<file path="src/rtl/sdram_pattern_tester.sv">
// rtl/sdram_pattern_tester.sv - SDRAM write/read-back pattern self-test engine on the SdramCtrl user port
// Optional LFSR pattern for mode 2 is built only when SDRAM_TEST_LFSR_EN is defined.
module sdram_pattern_tester #(
    parameter int                ADDR_W    = 24,
    parameter int                DATA_W    = 16,
    parameter logic [ADDR_W-1:0] BASE_ADDR = '0,
    parameter int                LEN       = 256,
    parameter logic [15:0]       PATTERN   = 16'hF055,
    parameter logic [15:0]       SEED      = 16'hACE1,
    parameter int                INIT_WAIT = 25000,
    parameter int                TIMEOUT   = 1024
) (
    input  logic              clk,
    input  logic              reset,
    input  logic              start,
    input  logic [1:0]        mode,
    output logic              sdram_req,
    output logic [ADDR_W-1:0] sdram_addr,
    output logic              sdram_rh_wl,
    output logic [DATA_W-1:0] sdram_data_w,
    input  logic              sdram_ack,
    input  logic [DATA_W-1:0] sdram_data_r,
    input  logic              sdram_data_r_en,
    output logic              busy,
    output logic              done,
    output logic              pass,
    output logic              timeout,
    output logic [15:0]       err_cnt,
    output logic [ADDR_W-1:0] first_err_addr,
    output logic [DATA_W-1:0] first_err_data,
    output logic [7:0]        led
);

    localparam int IDX_W  = ($clog2(LEN) > 7) ? $clog2(LEN) : 7;
    localparam int INIT_W = ($clog2(INIT_WAIT + 1) > 1) ? $clog2(INIT_WAIT + 1) : 1;
    localparam int TMO_W  = ($clog2(TIMEOUT) > 1) ? $clog2(TIMEOUT) : 1;
    localparam logic [DATA_W-1:0] PAT_D = DATA_W'(PATTERN);

    typedef enum logic [2:0] {
        S_INIT, S_IDLE, S_WR_REQ, S_WR_WAIT, S_RD_REQ, S_RD_WAIT, S_DONE
    } state_t;

    state_t              state, state_nxt;
    logic [INIT_W-1:0]   init_cnt;
    logic [TMO_W-1:0]    tmo_cnt;
    logic [IDX_W-1:0]    idx;
    logic [1:0]          mode_q;
    logic [DATA_W-1:0]   rd_q, rd_cmp, pat_cur;
    logic                req_st, wait_st, start_ok, wr_ack, rd_ack, last_idx, tmo_hit, miss;

`ifdef SDRAM_TEST_LFSR_EN
    logic [15:0] lfsr;
    logic [15:0] lfsr_step;

    assign lfsr_step = {lfsr[0] ^ lfsr[2] ^ lfsr[3] ^ lfsr[5], lfsr[15:1]};

    // Reseeded at the write->read turn so reads regenerate the written sequence
    always_ff @(posedge clk or posedge reset) begin
        if (reset) begin
            lfsr <= SEED;
        end else if (start_ok) begin
            lfsr <= SEED;
        end else if (wr_ack) begin
            lfsr <= last_idx ? SEED : lfsr_step;
        end else if (rd_ack) begin
            lfsr <= lfsr_step;
        end
    end
`endif

    always_comb begin
        pat_cur = PAT_D;
        case (mode_q)
            2'd1: pat_cur = DATA_W'(sdram_addr);
`ifdef SDRAM_TEST_LFSR_EN
            2'd2: for (int k = 0; k < DATA_W; k++) pat_cur[k] = lfsr[k % 16];
`else
            2'd2: pat_cur = DATA_W'(sdram_addr);
`endif
            2'd3: pat_cur = idx[0] ? ~PAT_D : PAT_D;
            default: pat_cur = PAT_D;
        endcase
    end

    always_comb begin
        req_st    = (state == S_WR_REQ) || (state == S_RD_REQ);
        wait_st   = (state == S_WR_WAIT) || (state == S_RD_WAIT);
        start_ok  = start && ((state == S_IDLE) || (state == S_DONE));
        wr_ack    = (state == S_WR_WAIT) && sdram_ack;
        rd_ack    = (state == S_RD_WAIT) && sdram_ack;
        last_idx  = (idx == IDX_W'(LEN - 1));
        tmo_hit   = wait_st && !sdram_ack && (tmo_cnt == TMO_W'(TIMEOUT - 1));
        rd_cmp    = sdram_data_r_en ? sdram_data_r : rd_q;
        miss      = (rd_cmp != pat_cur);
        state_nxt = state;
        case (state)
            S_INIT:    if (init_cnt == INIT_W'(INIT_WAIT - 1)) state_nxt = S_IDLE;
            S_IDLE:    if (start) state_nxt = S_WR_REQ;
            S_DONE:    if (start) state_nxt = S_WR_REQ;
            S_WR_REQ:  state_nxt = S_WR_WAIT;
            S_WR_WAIT: begin
                if (sdram_ack)    state_nxt = last_idx ? S_RD_REQ : S_WR_REQ;
                else if (tmo_hit) state_nxt = S_DONE;
            end
            S_RD_REQ:  state_nxt = S_RD_WAIT;
            S_RD_WAIT: begin
                if (sdram_ack)    state_nxt = last_idx ? S_DONE : S_RD_REQ;
                else if (tmo_hit) state_nxt = S_DONE;
            end
            default:   state_nxt = S_INIT;
        endcase
    end

    always_ff @(posedge clk or posedge reset) begin
        if (reset) state <= S_INIT;
        else       state <= state_nxt;
    end

    always_ff @(posedge clk or posedge reset) begin
        if (reset) begin
            init_cnt       <= '0;
            tmo_cnt        <= '0;
            idx            <= '0;
            mode_q         <= '0;
            rd_q           <= '0;
            sdram_addr     <= '0;
            sdram_rh_wl    <= 1'b1;
            done           <= 1'b0;
            pass           <= 1'b0;
            timeout        <= 1'b0;
            err_cnt        <= '0;
            first_err_addr <= '0;
            first_err_data <= '0;
        end else begin
            if (state == S_INIT) init_cnt <= init_cnt + 1'b1;
            if (sdram_data_r_en) rd_q <= sdram_data_r;
            // Counting from 1 in the first WAIT cycle makes expiry land TIMEOUT cycles after the REQ
            if (req_st)       tmo_cnt <= TMO_W'(1);
            else if (wait_st) tmo_cnt <= tmo_cnt + 1'b1;

            if (start_ok) begin
                mode_q         <= mode;
                idx            <= '0;
                sdram_addr     <= BASE_ADDR;
                sdram_rh_wl    <= 1'b0;
                done           <= 1'b0;
                pass           <= 1'b0;
                timeout        <= 1'b0;
                err_cnt        <= '0;
                first_err_addr <= '0;
                first_err_data <= '0;
            end else if (wr_ack) begin
                if (last_idx) begin
                    idx         <= '0;
                    sdram_addr  <= BASE_ADDR;
                    sdram_rh_wl <= 1'b1;
                end else begin
                    idx        <= idx + 1'b1;
                    sdram_addr <= sdram_addr + 1'b1;
                end
            end else if (rd_ack) begin
                if (miss) begin
                    if (err_cnt != 16'hFFFF) err_cnt <= err_cnt + 1'b1;
                    if (err_cnt == 16'h0000) begin
                        first_err_addr <= sdram_addr;
                        first_err_data <= rd_cmp;
                    end
                end
                if (last_idx) begin
                    done <= 1'b1;
                    pass <= !miss && (err_cnt == 16'h0000);
                end else begin
                    idx        <= idx + 1'b1;
                    sdram_addr <= sdram_addr + 1'b1;
                end
            end else if (tmo_hit) begin
                done    <= 1'b1;
                timeout <= 1'b1;
                pass    <= 1'b0;
            end
        end
    end

    assign sdram_req    = req_st;
    assign busy         = req_st || wait_st;
    assign sdram_data_w = sdram_rh_wl ? '0 : pat_cur;

    always_comb begin
        led = 8'h00;
        if (busy)                 led = {1'b1, idx[6:0]};
        else if (state == S_DONE) led = timeout ? 8'hF0 : (pass ? 8'h55 : 8'hAA);
    end

endmodule

</file>
<file path="config.mk">
export PLATFORM = sky130hd
export DESIGN_NAME = sdram_pattern_tester
export DESIGN_NICKNAME = d
export VERILOG_FILES = /design/src/rtl/sdram_pattern_tester.sv
export SDC_FILE = /design/constraint.sdc
export NUM_CORES = 1
export LEC_CHECK = 0
export CORE_MARGIN = 2
export CORE_UTILIZATION = 53
export DETAILED_ROUTE_END_ITERATION = 7
export GPL_ROUTABILITY_DRIVEN = 0
export MAX_ROUTING_LAYER = met4
export PLACE_DENSITY = 0.81
export SLEW_MARGIN = 20
export SYNTH_ARGS = -nofsm -noshare
export SYNTH_HDL_FRONTEND = slang
export SYNTH_SLANG_ARGS = --single-unit
</file>
<file path="constraint.sdc">
create_clock -name clk -period 4.6 [get_ports clk]
set_input_delay 0.46 -clock clk [delete_from_list [all_inputs] [get_ports clk]]
set_output_delay 0.46 -clock clk [all_outputs]
set_load 0.02 [all_outputs]
</file>
# After elaboration in Yosys (flattened, before gate mapping)
# Index checks and enable logic that the tools add are counted.
[classes]
addsub = 5
eq_ne = 20
muxes = 58
n_reduce_logical = 33
[op_table]
columns = ["operator", "count"]
rows = [
  ["two-way mux 24 bit", 10],
  ["two-way mux 16 bit", 13],
  ["two-way mux 8 bit", 9],
  ["one-hot mux 16 bit (2 select lines)", 1],
  ["adder 24 x 1 -> 24 bit, second input constant", 1],
  ["two-way mux 10 bit", 2],
  ["two-way mux 3 bit", 6],
  ["one-hot mux 3 bit (6 select lines)", 1],
  ["adder 16 x 1 -> 16 bit, second input constant", 1],
  ["logical NOT 16 bit", 1],
  ["inequality test 16 bit", 1],
  ["inequality test 16 bit, second input constant", 1],
  ["nonzero test 2 bit", 8],
  ["adder 15 x 1 -> 15 bit, second input constant", 1],
  ["equality test 15 bit, second input constant", 1],
  ["two-way mux 1 bit", 15],
  ["adder 10 x 1 -> 10 bit, second input constant", 1],
  ["equality test 10 bit, second input constant", 1],
  ["equality test 3 bit, second input constant", 3],
  ["adder 8 x 1 -> 8 bit, second input constant", 1],
  ["equality test 8 bit, second input constant", 1],
  ["AND reduction 4 bit", 2],
  ["equality test 3 x 2 -> 1 bit, second input constant", 2],
  ["logical AND 1 bit", 6],
  ["other kinds (15)", 27],
]
[totals]
regBits = 138
inputBits = 23
out_inout_bits = 110
elab_cells = 130

# Logic depth before layout (Yosys ltp)
# Gate-level depths: netlist (run 1).
[logic_depth]
depth_word = 10
depth_mapped = 14
mapped_depth_nobuf = 10

# Worst setup path after synthesis (run 1)
# OpenSTA, ideal clock, no wires.
[synth_timing]
path_kind = "reg2reg"
from = "register mode_q[0]"
to = "register err_cnt[12]"
setup_ps = 78
t_arrival_ps = 2509
path_slack_ps = 2013
path_stages_with_launch = 13
cell_sequence = "dfrtp_1 inv_1 ha_1 buf_2 nand2_1 a31oi_1 nor3_1 a311o_1 o2111a_1 a31o_1 buf_6 or4_1 a21oi_1"
[synth_between]
elab_chain_len = 6
[synth_lines]
columns = ["item", "line", "rtl"]
rows = [
  ["from (decl)", "47", "logic [1:0] mode_q;"],
  ["from (signal assigned)", "142", "mode_q <= mode;"],
  ["equality test 2 bit / equality test 2 x 1 -> 1 bit (equally long branches)", "73", "case (mode_q)"],
  ["OR reduction 2 bit (no line)", "--", ""],
  ["one-hot mux 16 bit (2 select lines) (*)", "73", ""],
  ["inequality test 16 bit (*)", "94", "miss = (rd_cmp != pat_cur);"],
  ["nonzero test 2 bit (no line) (*)", "--", ""],
  ["AND reduction 4 bit (no line) (*)", "--", ""],
  ["to (signal assigned)", "163", "if (err_cnt != 16'hFFFF) err_cnt <= err_cnt + 1'b1;"],
  ["to (decl)", "28", "output logic [15:0] err_cnt,"],
]
# Mark *: on every way between the ends. The rest lies on a longest branch, timed or not.
# A chain may end at the register's enable or synchronous reset.

# Worst setup path after layout (run 1)
[layout_timing]
from = "register mode_q[0]"
to = "output port sdram_data_w[4]"
[layout_between]
elab_chain_len = 4
[layout_lines]
columns = ["item", "line", "rtl"]
rows = [
  ["equality test 2 bit / equality test 2 x 1 -> 1 bit (equally long branches)", "73", ""],
  ["OR reduction 2 bit (no line)", "--", ""],
  ["one-hot mux 16 bit (2 select lines) (*)", "73", ""],
  ["two-way mux 16 bit (*)", "186", "assign sdram_data_w = sdram_rh_wl ? '0 : pat_cur;"],
  ["to (decl)", "20", "output logic [DATA_W-1:0] sdram_data_w,"],
]
# Marks and branches as above.

==> impl_metrics.json, run 1 <==
{
  "cp.arrival_ps": 2980,
  "numCtsBuffers": 17,
  "finalSetupViolCount": 0,
  "fp.dieH_microns": 122,
  "synthTopCellsByArea": "dfrtp_1, nand2_1, o21ai_0",
  "tns_ps": 0,
  "cts_tree": "done",
  "die_w_microns": 122,
  "leakage_nw": 3.87,
  "ant_nets": 0,
  "netlist.area_leader.share_pct": 46.7,
  "htreeDepth": 4,
  "die_area_sq_um": 14800,
  "via_per_inst": 5.82,
  "synth_ff_type": "dfrtp_1",
  "syn2layout_area_growth_pct": 27.5,
  "antenna_found_initial": 0,
  "worst_ep_required_time_ps": 4140,
  "startpoint": "mode_q[0]$_DFFE_PP0P_",
  "routedWlPerCell_microns": 16.8,
  "fin_area_sq_um": 9360,
  "rows": 42,
  "drt_iter0_drc": 593,
  "synth_edf_count": 0,
  "synth_top_cell_by_area": "dfrtp_1",
  "routed_wl_mm": 18.9,
  "hold_viol": 0,
  "io_pins": 133,
  "critPathKind": "flop to primary output",
  "timing.rr.start": "mode_q[0]$_DFFE_PP0P_",
  "rsz0062_at_grt": "false",
  "power_density_nw_per_um2": 400,
  "grt_pass1_vias": 6081,
  "num_vias": 6528,
  "nFillCells": 1025,
  "cts.sinks": 138,
  "synth_seq_area_share_pct": 47.1,
  "min_path_type": "flop to flop",
  "endpoint": "sdram_data_w[4]",
  "period_needed_ps": 3440,
  "grt_usage_pct": 27.4,
  "outcome": "finished, final reports clean",
  "async_flop_share_pct": 100,
  "ys_seq_elements": 138,
  "fin_hold_ws_ps": 464,
  "yosys_warnings": 0,
  "dpl_cell_area_sq_um": 8760,
  "peakVddDrop_mv": 0.297,
  "drv_slew": 0,
  "worst_r2r_path_depth": 10,
  "cts-root-buf": "clkbuf_16",
  "clk_pin_slew_ps": 60,
  "clkLatencyLatePin_ps": 430,
  "worst_pin_slew_ps": 994,
  "yosysUniqueCellTypes": 64,
  "reg2reg_slack_ps": 1260,
  "relSlewSlack_pct": 33.3,
  "initial_core_util_pct": 54.8,
  "grt_overflow_total": 0,
  "skew_ps": 5.58,
  "fin_crit_sh_pct": 74.8,
  "core_sq_um": 13400,
  "drive_gt1_share_pct": 6.87,
  "worst-path-max-fanout": 15,
  "fmax_mhz": 291,
  "drv_cap": 0,
  "worstReg2RegEnd": "err_cnt[12]$_DFFE_PP0P_",
  "numPortBuffers": 132,
  "post_cts_buffers": 0,
  "clock_path_buffers": 2,
  "synth_nets": 855,
  "end_kind": "primary output",
  "grt_max_degree": 117,
  "num_antenna_cells": 0,
  "drt-pass1-iter-count": 5,
  "cts_resized": 0,
  "syn_inst": 824,
  "syn-cell-area_sq_um": 7340,
  "total_power_w": 0.00374,
  "startpoint_type": "flop",
  "synth_area_per_cell_sq_um": 8.91,
  "grt_pass1_wl_mm": 31.0,
  "drc": 0,
  "dp_hpwl_mm": 12.4,
  "ctsHoldBuffers": 0,
  "nNetsFinal": 964
}
==> where the power goes <==
part           total (W)  leakage [nW]  switching, W  internal [W]
sequential       0.00144          1.84      0.000144       0.00130
combinational   0.000919          1.75      0.000520      0.000398
clock            0.00138         0.282      0.000527      0.000857
total            0.00374          3.87       0.00119       0.00255
==> synthesized netlist by cell type (5+ instances only) <==
cell type / n
buf_2: 8
nand3_1: 31
nor2_1: 60
and2_1: 7
dfrtp_1: 137
and4_1: 7
clkbuf_1: 37
nand2_1: 152
mux2i_1: 24
nand4_1: 17
or3_1: 10
and3_1: 14
nor3_1: 14
o22ai_1: 7
nor2b_1: 8
nor4_1: 6
ha_1: 8
a21oi_1: 43
o21ai_0: 78
o211ai_1: 8
xor2_1: 19
inv_1: 28
mux2_2: 10
xnor2_1: 18
o31ai_1: 13
a31oi_1: 5
==> worst min-delay path by stage <==
| stage | slack [ps] | start | end | cells past startpoint |
|---|---|---|---|---|
| 3_5_place_dp | 460 | init_cnt[14]$_DFFE_PP0N_ | init_cnt[14]$_DFFE_PP0N_ | 1 |
| 6_report | 460 | init_cnt[14]$_DFFE_PP0N_ | init_cnt[14]$_DFFE_PP0N_ | 1 |
| 5_1_grt | 480 | init_cnt[14]$_DFFE_PP0N_ | init_cnt[14]$_DFFE_PP0N_ | 1 |
| 2_1_floorplan | 430 | init_cnt[14]$_DFFE_PP0N_ | init_cnt[14]$_DFFE_PP0N_ | 1 |
| 4_1_cts | 470 | init_cnt[14]$_DFFE_PP0N_ | init_cnt[14]$_DFFE_PP0N_ | 1 |
| 3_3_place_gp | 450 | init_cnt[14]$_DFFE_PP0N_ | init_cnt[14]$_DFFE_PP0N_ | 1 |
==> metal layers <==
layer  track usage (%)  part of all wire (%)  vias up
met4              9.84                   1.9        0
met2              41.0                    48      234
met3              5.62                   5.6       29
met1              37.2                    45     3168
met5                 -                     0        -
li1                  -                     -     3097
==> worst max-delay path, stage by stage (launching register included) <==
cell and delay [ps]:
dfrtp_1 390, ha_1 280, nor2b_1 230, nor2_1 800
a21oi_1 250, clkdlybuf4s50_1 610
==> sequential cells by signal, summed over array words and instances, names as in the netlist <==
register / cells
done: 1
err_cnt: 16
sdram_addr: 24
init_cnt: 15
first_err_addr: 24
rd_q: 16
mode_q: 2
first_err_data: 16
tmo_cnt: 10
state: 3
timeout: 1
sdram_rh_wl: 1
pass: 1
idx: 8
==> cell usage in the layout, fill, tap and decap left out, types with 3 or more instances in the layout <==
cell             Yosys  final
a21oi_1             43     43
a31oi_1              5      5
and2_1               7      7
and3_1              14     14
and4_1               7      7
buf_4                0      6
clkbuf_16            0     17
clkbuf_8             0      4
clkdlybuf4s50_1      0    132
clkinvlp_4           0      4
dfrtp_1            137    137
ha_1                 8      8
inv_1               28     27
mux2_2              10     10
mux2i_1             24     24
mux2i_4              3      3
nand2_1            152    151
nand3_1             31     31
nand4_1             17     17
nor2_1              60     60
nor2b_1              8      8
nor3_1              14     14
nor3b_1              3      3
nor4_1               6      6
nor4b_1              4      4
o211ai_1             8      8
o21ai_0             78     78
o22ai_1              7      7
o31ai_1             13     13
or3_1               10     10
xnor2_1             18     18
xor2_1              19     19
==> area by class of cell <==
class | instances | area (sq um) | share of cell area [%]
sequential | 138 | 3450 | 36.9
tap | 176 | 220 | 2.35
clock inverter | 9 | 113 | 1.20
clock buffer | 23 | 488 | 5.21
inverter | 31 | 124 | 1.32
multi-input combinational | 606 | 3570 | 38.2
timing repair buffer | 139 | 1390 | 14.8
==> metrics by stage <==
step / util, % / setup WS (ps) / std cells
6_report: 69.8 / 1160 / 1122
5_1_grt: 69.8 / 887 / 1122
4_1_cts: 69.8 / 1210 / 1122
3_5_place_dp: 65.3 / 1100 / 1090
3_3_place_gp: 65.3 / 1190 / 1090
2_1_floorplan: - / 445 / 824
==> cell families (layout without fill, tap and decap cells) <==
logic type,Yosys count,count (layout),synth area share [%]
DFF,138,138,47.1
and+or+nand+nor,345,345,22.1
muxes,41,41,6.51
adders and majority gates,8,8,1.36
xor gates and xnor gates,37,37,4.42
buffers and inverters,80,202,4.54
AOI/OAI and AO/OA,175,175,14.0
Power figures use the tool's default switching activity.
==> inputs of run 2 (changes only) <==
CORE_UTILIZATION = 48   (was 53)
PLACE_DENSITY = 0.77   (was 0.81)
clock period = 2.9 ns   (was 4.6 ns; I/O delays follow)
==> impl_metrics.json, run 2 (same netlist as run 1, synthesis figures left out) <==
{
  "rsz0062_at_grt": "false",
  "end_kind": "primary output",
  "clkLatencyLatePin_ps": 420,
  "relSlewSlack_pct": 42.7,
  "initial_core_util_pct": 48.6,
  "io_pins": 133,
  "nNetsFinal": 1012,
  "power_density_nw_per_um2": 615,
  "path_buf_inv": 2,
  "routed_wl_mm": 19.4,
  "grt_overflow_total": 0,
  "crit_chain": "ha_1 > nor2b_1 > nor2_1 > buf_4 > a21oi_1 > clkdlybuf4s50_1",
  "die_area_sq_um": 16300,
  "cp.arrival_ps": 2460,
  "min_path_type": "input port to async pin",
  "slowest_stage": "clkdlybuf4s50_1",
  "drc": 0,
  "outcome": "finished, final reports clean",
  "critPathKind": "flop to primary output",
  "numCtsBuffers": 17,
  "grt_usage_pct": 25.0,
  "peakVddDrop_mv": 0.419,
  "fin_ws_ps": 145,
  "leakage_nw": 4.12,
  "period_needed_ps": 2750,
  "core_sq_um": 15100,
  "startpoint_type": "flop",
  "drt_iter0_drc": 480,
  "nFillCells": 1223,
  "fin_crit_sh_pct": 95.0,
  "fmax_mhz": 363,
  "clock_path_buffers": 2,
  "fin_hold_ws_ps": 392,
  "layout_commonest_cell": "nand2_1",
  "num_antenna_cells": 0,
  "hold_viol": 0,
  "skew_ps": 7.55,
  "grt_max_degree": 53,
  "cts_tree": "done",
  "worst_ep_required_time_ps": 2610,
  "antenna_found_initial": 0,
  "drv_slew": 0,
  "cts-root-buf": "clkbuf_16",
  "regArea_sq_um": 3450,
  "numPortBuffers": 132,
  "worst_pin_slew_ps": 858,
  "drt-pass1-iter-count": 5,
  "via_per_inst": 5.60,
  "num_vias": 6606,
  "rows": 45,
  "die_w_microns": 128,
  "syn2layout_area_growth_pct": 33.4,
  "cp_top_family": "buffers and inverters",
  "post_cts_buffers": 0,
  "drv_cap": 0,
  "grt_pass1_vias": 6320,
  "reg_top3": "first_err_addr (24), sdram_addr (24)",
  "worst-path-max-fanout": 8,
  "pre_cts_slack_ps": -157,
  "fp.dieH_microns": 128,
  "slowest_delay_ps": 650,
  "drive_gt1_share_pct": 11.4,
  "dp_hpwl_mm": 13.7,
  "htreeDepth": 4,
  "finalSetupViolCount": 0,
  "ant_nets": 0,
  "clk_pin_slew_ps": 50,
  "cts.sinks": 138,
  "grt_pass1_wl_mm": 31.6,
  "multi_input_area_sq_um": 3580,
  "final_cell_mix": "nand2_1, dfrtp_1, clkdlybuf4s50_1",
  "routedWlPerCell_microns": 16.4,
  "tns_ps": 0
}
[run 2: changes by cell type in the layout (fill, tap and decap cells not counted), sizes merged]
cell,previous run,this run
buf,7,55
clkinv,3,6
clkinvlp,4,1
inv,31,29
clkbuf,23,22
[run 2: report_power, final]
part	leakage (nW)	total [W]	internal, W	switching (W)
registers	1.84	0.00226	0.00206	0.000202
clock network	0.288	0.00213	0.00134	0.000788
logic	1.99	0.00163	0.000750	0.000879
total	4.12	0.00602	0.00415	0.00187
[run 2: worst paths after layout]
| check | from | endpoint | slack (ps) | cells after the start |
|---|---|---|---|---|
| worst max-delay path | mode_q[1]$_DFFE_PP0P_ | sdram_data_w[4] | 150 | 6 |
| worst min-delay path | reset | first_err_addr[20]$_DFFE_PP0P_ | 390 | 2 |
| worst max register to register | mode_q[1]$_DFFE_PP0P_ | first_err_data[13]$_DFFE_PP0P_ | 190 | 11 |
| worst min register to register | init_cnt[14]$_DFFE_PP0N_ | init_cnt[14]$_DFFE_PP0N_ | 480 | 1 |
| max in group asynchronous | reset | sdram_rh_wl$_DFFE_PP1P_ | 1830 | 3 |
| min in group clk | mode[0] | mode_q[0]$_DFFE_PP0P_ | 440 | 3 |
[run 2: repair_timing]
item | CTS | global route
resized for setup | 0 | 3
hold buffers | 0 | 0
setup endpoints to repair | 0 | 55
[run 2: worst reg2reg max path, delay by kind of cell, from the launching register on]
kind | cells | cell delay [ps]
flip-flops | 1 | 360
buffers and inverters | 3 | 580
AO/OA/AOI/OAI | 4 | 600
AND/OR/NAND/NOR | 3 | 810
adder cells (fa/ha/maj) | 1 | 250
[run 2: routing by layer]
layer	track usage (%)	vias to the layer above	routed length (microns)	share of wire, %
met2	38.0	212	9020	47
met1	33.4	3174	8820	45
li1	-	3181	-	-
met3	4.52	39	995	5.1
met5	-	-	0	0
met4	10.1	0	556	2.9
[run 2: metrics by stage]
step                cell area (sq um)  cells  power (W)  utilization, %
finish                           9790   1179    0.00602            64.9
detailed placement               9200   1150    0.00388            61.0
floorplan                        7340    824    0.00317               -
global route                     9790   1179    0.00629            64.9
global placement                 9200   1150    0.00386            61.0
CTS                              9780   1179    0.00602            64.8
[run 2: cell type report]
cell class | instances | area share, %
multi-input cells | 606 | 36.6
flip-flops and latches | 138 | 35.3
repair buffers | 187 | 18.6
clock buffers | 22 | 4.95
well taps | 188 | 2.40
inverters | 31 | 1.23
clock inverters | 7 | 0.946
==> inputs of run 3 (changes only) <==
CORE_MARGIN = unset   (was 2)
GPL_TIMING_DRIVEN = 0   (was unset)
==> impl_metrics.json, run 3 (same netlist as run 1, synthesis figures left out) <==
{
  "worst_pin_slew_ps": 677,
  "fin_area_sq_um": 9640,
  "fmax_mhz": 361,
  "numPortBuffers": 131,
  "die_area_sq_um": 15800,
  "grt_max_degree": 34,
  "drv_cap": 0,
  "drv_slew": 0,
  "routed_wl_mm": 19.9,
  "htreeDepth": 4,
  "rsz0062_at_grt": "false",
  "pre_cts_slack_ps": -391,
  "global_route.peak_usage_layer": "met2",
  "fin_crit_sh_pct": 95.6,
  "peakVddDrop_mv": 0.506,
  "leakage_nw": 4.02,
  "fp.dieH_microns": 126,
  "initial_core_util_pct": 49.9,
  "io_pins": 133,
  "fin_util_pct": 65.6,
  "startpoint_type": "flop",
  "cp.arrival_ps": 2480,
  "grtUsageMet2_pct": 41.4,
  "routedWlPerCell_microns": 16.9,
  "cts.sinks": 138,
  "drive_gt1_share_pct": 9.39,
  "dpl_cell_area_sq_um": 8960,
  "syn2layout_area_growth_pct": 31.3,
  "violations": "DRC",
  "rows": 44,
  "drt_iter0_drc": 534,
  "ctsHoldBuffers": 0,
  "grtUsageMet3_pct": 4.50,
  "grt_pass1_wl_mm": 32.4,
  "hold_viol": 0,
  "power_density_nw_per_um2": 624,
  "ant_nets": 0,
  "antenna_found_initial": 0,
  "end_kind": "primary output",
  "critPathKind": "flop to primary output",
  "outcome": "finished with violations",
  "grt_usage_pct": 27.0,
  "multi_input_area_sq_um": 3600,
  "skew_ps": 6.48,
  "dp_hpwl_mm": 14.1,
  "clock_path_buffers": 2,
  "clkLatencyLatePin_ps": 420,
  "nNetsFinal": 1008,
  "grt_pass1_vias": 6321,
  "reg_top3": "first_err_addr (24), sdram_addr (24)",
  "final_cell_mix": "nand2_1, dfrtp_1, clkdlybuf4s50_1",
  "worst_ep_required_time_ps": 2610,
  "layout_commonest_cell": "nand2_1",
  "clk_pin_slew_ps": 60,
  "min_path_type": "input port to flop",
  "grt_overflow_total": 0,
  "num_vias": 6747,
  "die_w_microns": 126,
  "core_sq_um": 14700,
  "drt-pass1-iter-count": 8,
  "regArea_sq_um": 3450,
  "grt_util_met1_pct": 35.9,
  "cts-root-buf": "clkbuf_16",
  "cts_tree": "done",
  "nFillCells": 1202,
  "drc": 6,
  "period_needed_ps": 2770,
  "fin_ws_ps": 128,
  "finalSetupViolCount": 0,
  "via_per_inst": 5.75,
  "numCtsBuffers": 17,
  "relSlewSlack_pct": 54.5,
  "total_power_w": 0.00602,
  "worst-path-max-fanout": 10,
  "num_antenna_cells": 0
}
-- run 3: changes by cell type in the layout (fill, tap and decap cells not counted), sizes merged --
cell           delta
buf              -38
inv               +1
dlygate4sd2      +11
clkbuf           +30
clkinvlp          +6
bufinv            +1
clkdlybuf4s50    -12
-- run 3: worst paths after layout --
kind,startpoint,to,slack (ps),depth (start not counted)
setup reg to reg,mode_q[0]$_DFFE_PP0P_,err_cnt[12]$_DFFE_PP0P_,150,11
setup / recovery,state[2]$_DFFE_PP0P_,led[1],130,5
hold reg to reg,init_cnt[14]$_DFFE_PP0N_,init_cnt[14]$_DFFE_PP0N_,460,1
min in group asynchronous,reset,init_cnt[3]$_DFFE_PP0N_,280,2
max in group asynchronous,reset,sdram_rh_wl$_DFFE_PP1P_,1800,4
hold / removal,sdram_data_r_en,rd_q[1]$_DFF_PP0_,260,2
-- run 3: critical path, cell delays in order (launching register included) --
cell,delay [ps]
dfrtp_1,520
buf_2,280
clkbuf_2,250
nand2_1,70
o21ai_0,270
clkdlybuf4s50_1,660
-- run 3: metrics by stage --
step / TNS, ps / std cells / hold slack (ps)
after floorplan: 0 / 824 / 407
after global routing: 0 / 1174 / 255
after detailed placement: -12620 / 1143 / 452
after CTS: 0 / 1174 / 247
after global placement: -68090 / 1139 / 453
final: 0 / 1174 / 264
-- run 3: layout make-up --
cell class	instances	share of cell area, %
repair buffers	138	14.7
plain buffers	45	2.27
inverters	31	1.25
flip-flops and latches	138	35.8
well taps	184	2.39
clock buffers	17	4.41
multi-input cells	606	37.3
clock inverters	15	1.83
-- run 3: report_power, final --
group,switching [W],internal [W]
Combinational,0.000939,0.000650
Clock,0.000866,0.00135
Sequential,0.000151,0.00206
Total,0.00196,0.00406
-- run 3: what timing repair did --
| item | in CTS | in global routing |
|---|---|---|
| buffers inserted | 1 | 2 |
| endpoints found under the setup margin | 68 | 68 |
| pin swaps | 1 | 5 |
| resized for setup | 27 | 9 |
-- run 3: metal layers --
| layer | wire length, microns | vias up |
|---|---|---|
| met5 | 0 | - |
| met4 | 439 | 0 |
| met3 | 977 | 36 |
| met2 | 9350 | 196 |
| met1 | 9130 | 3325 |
| li1 | - | 3190 |
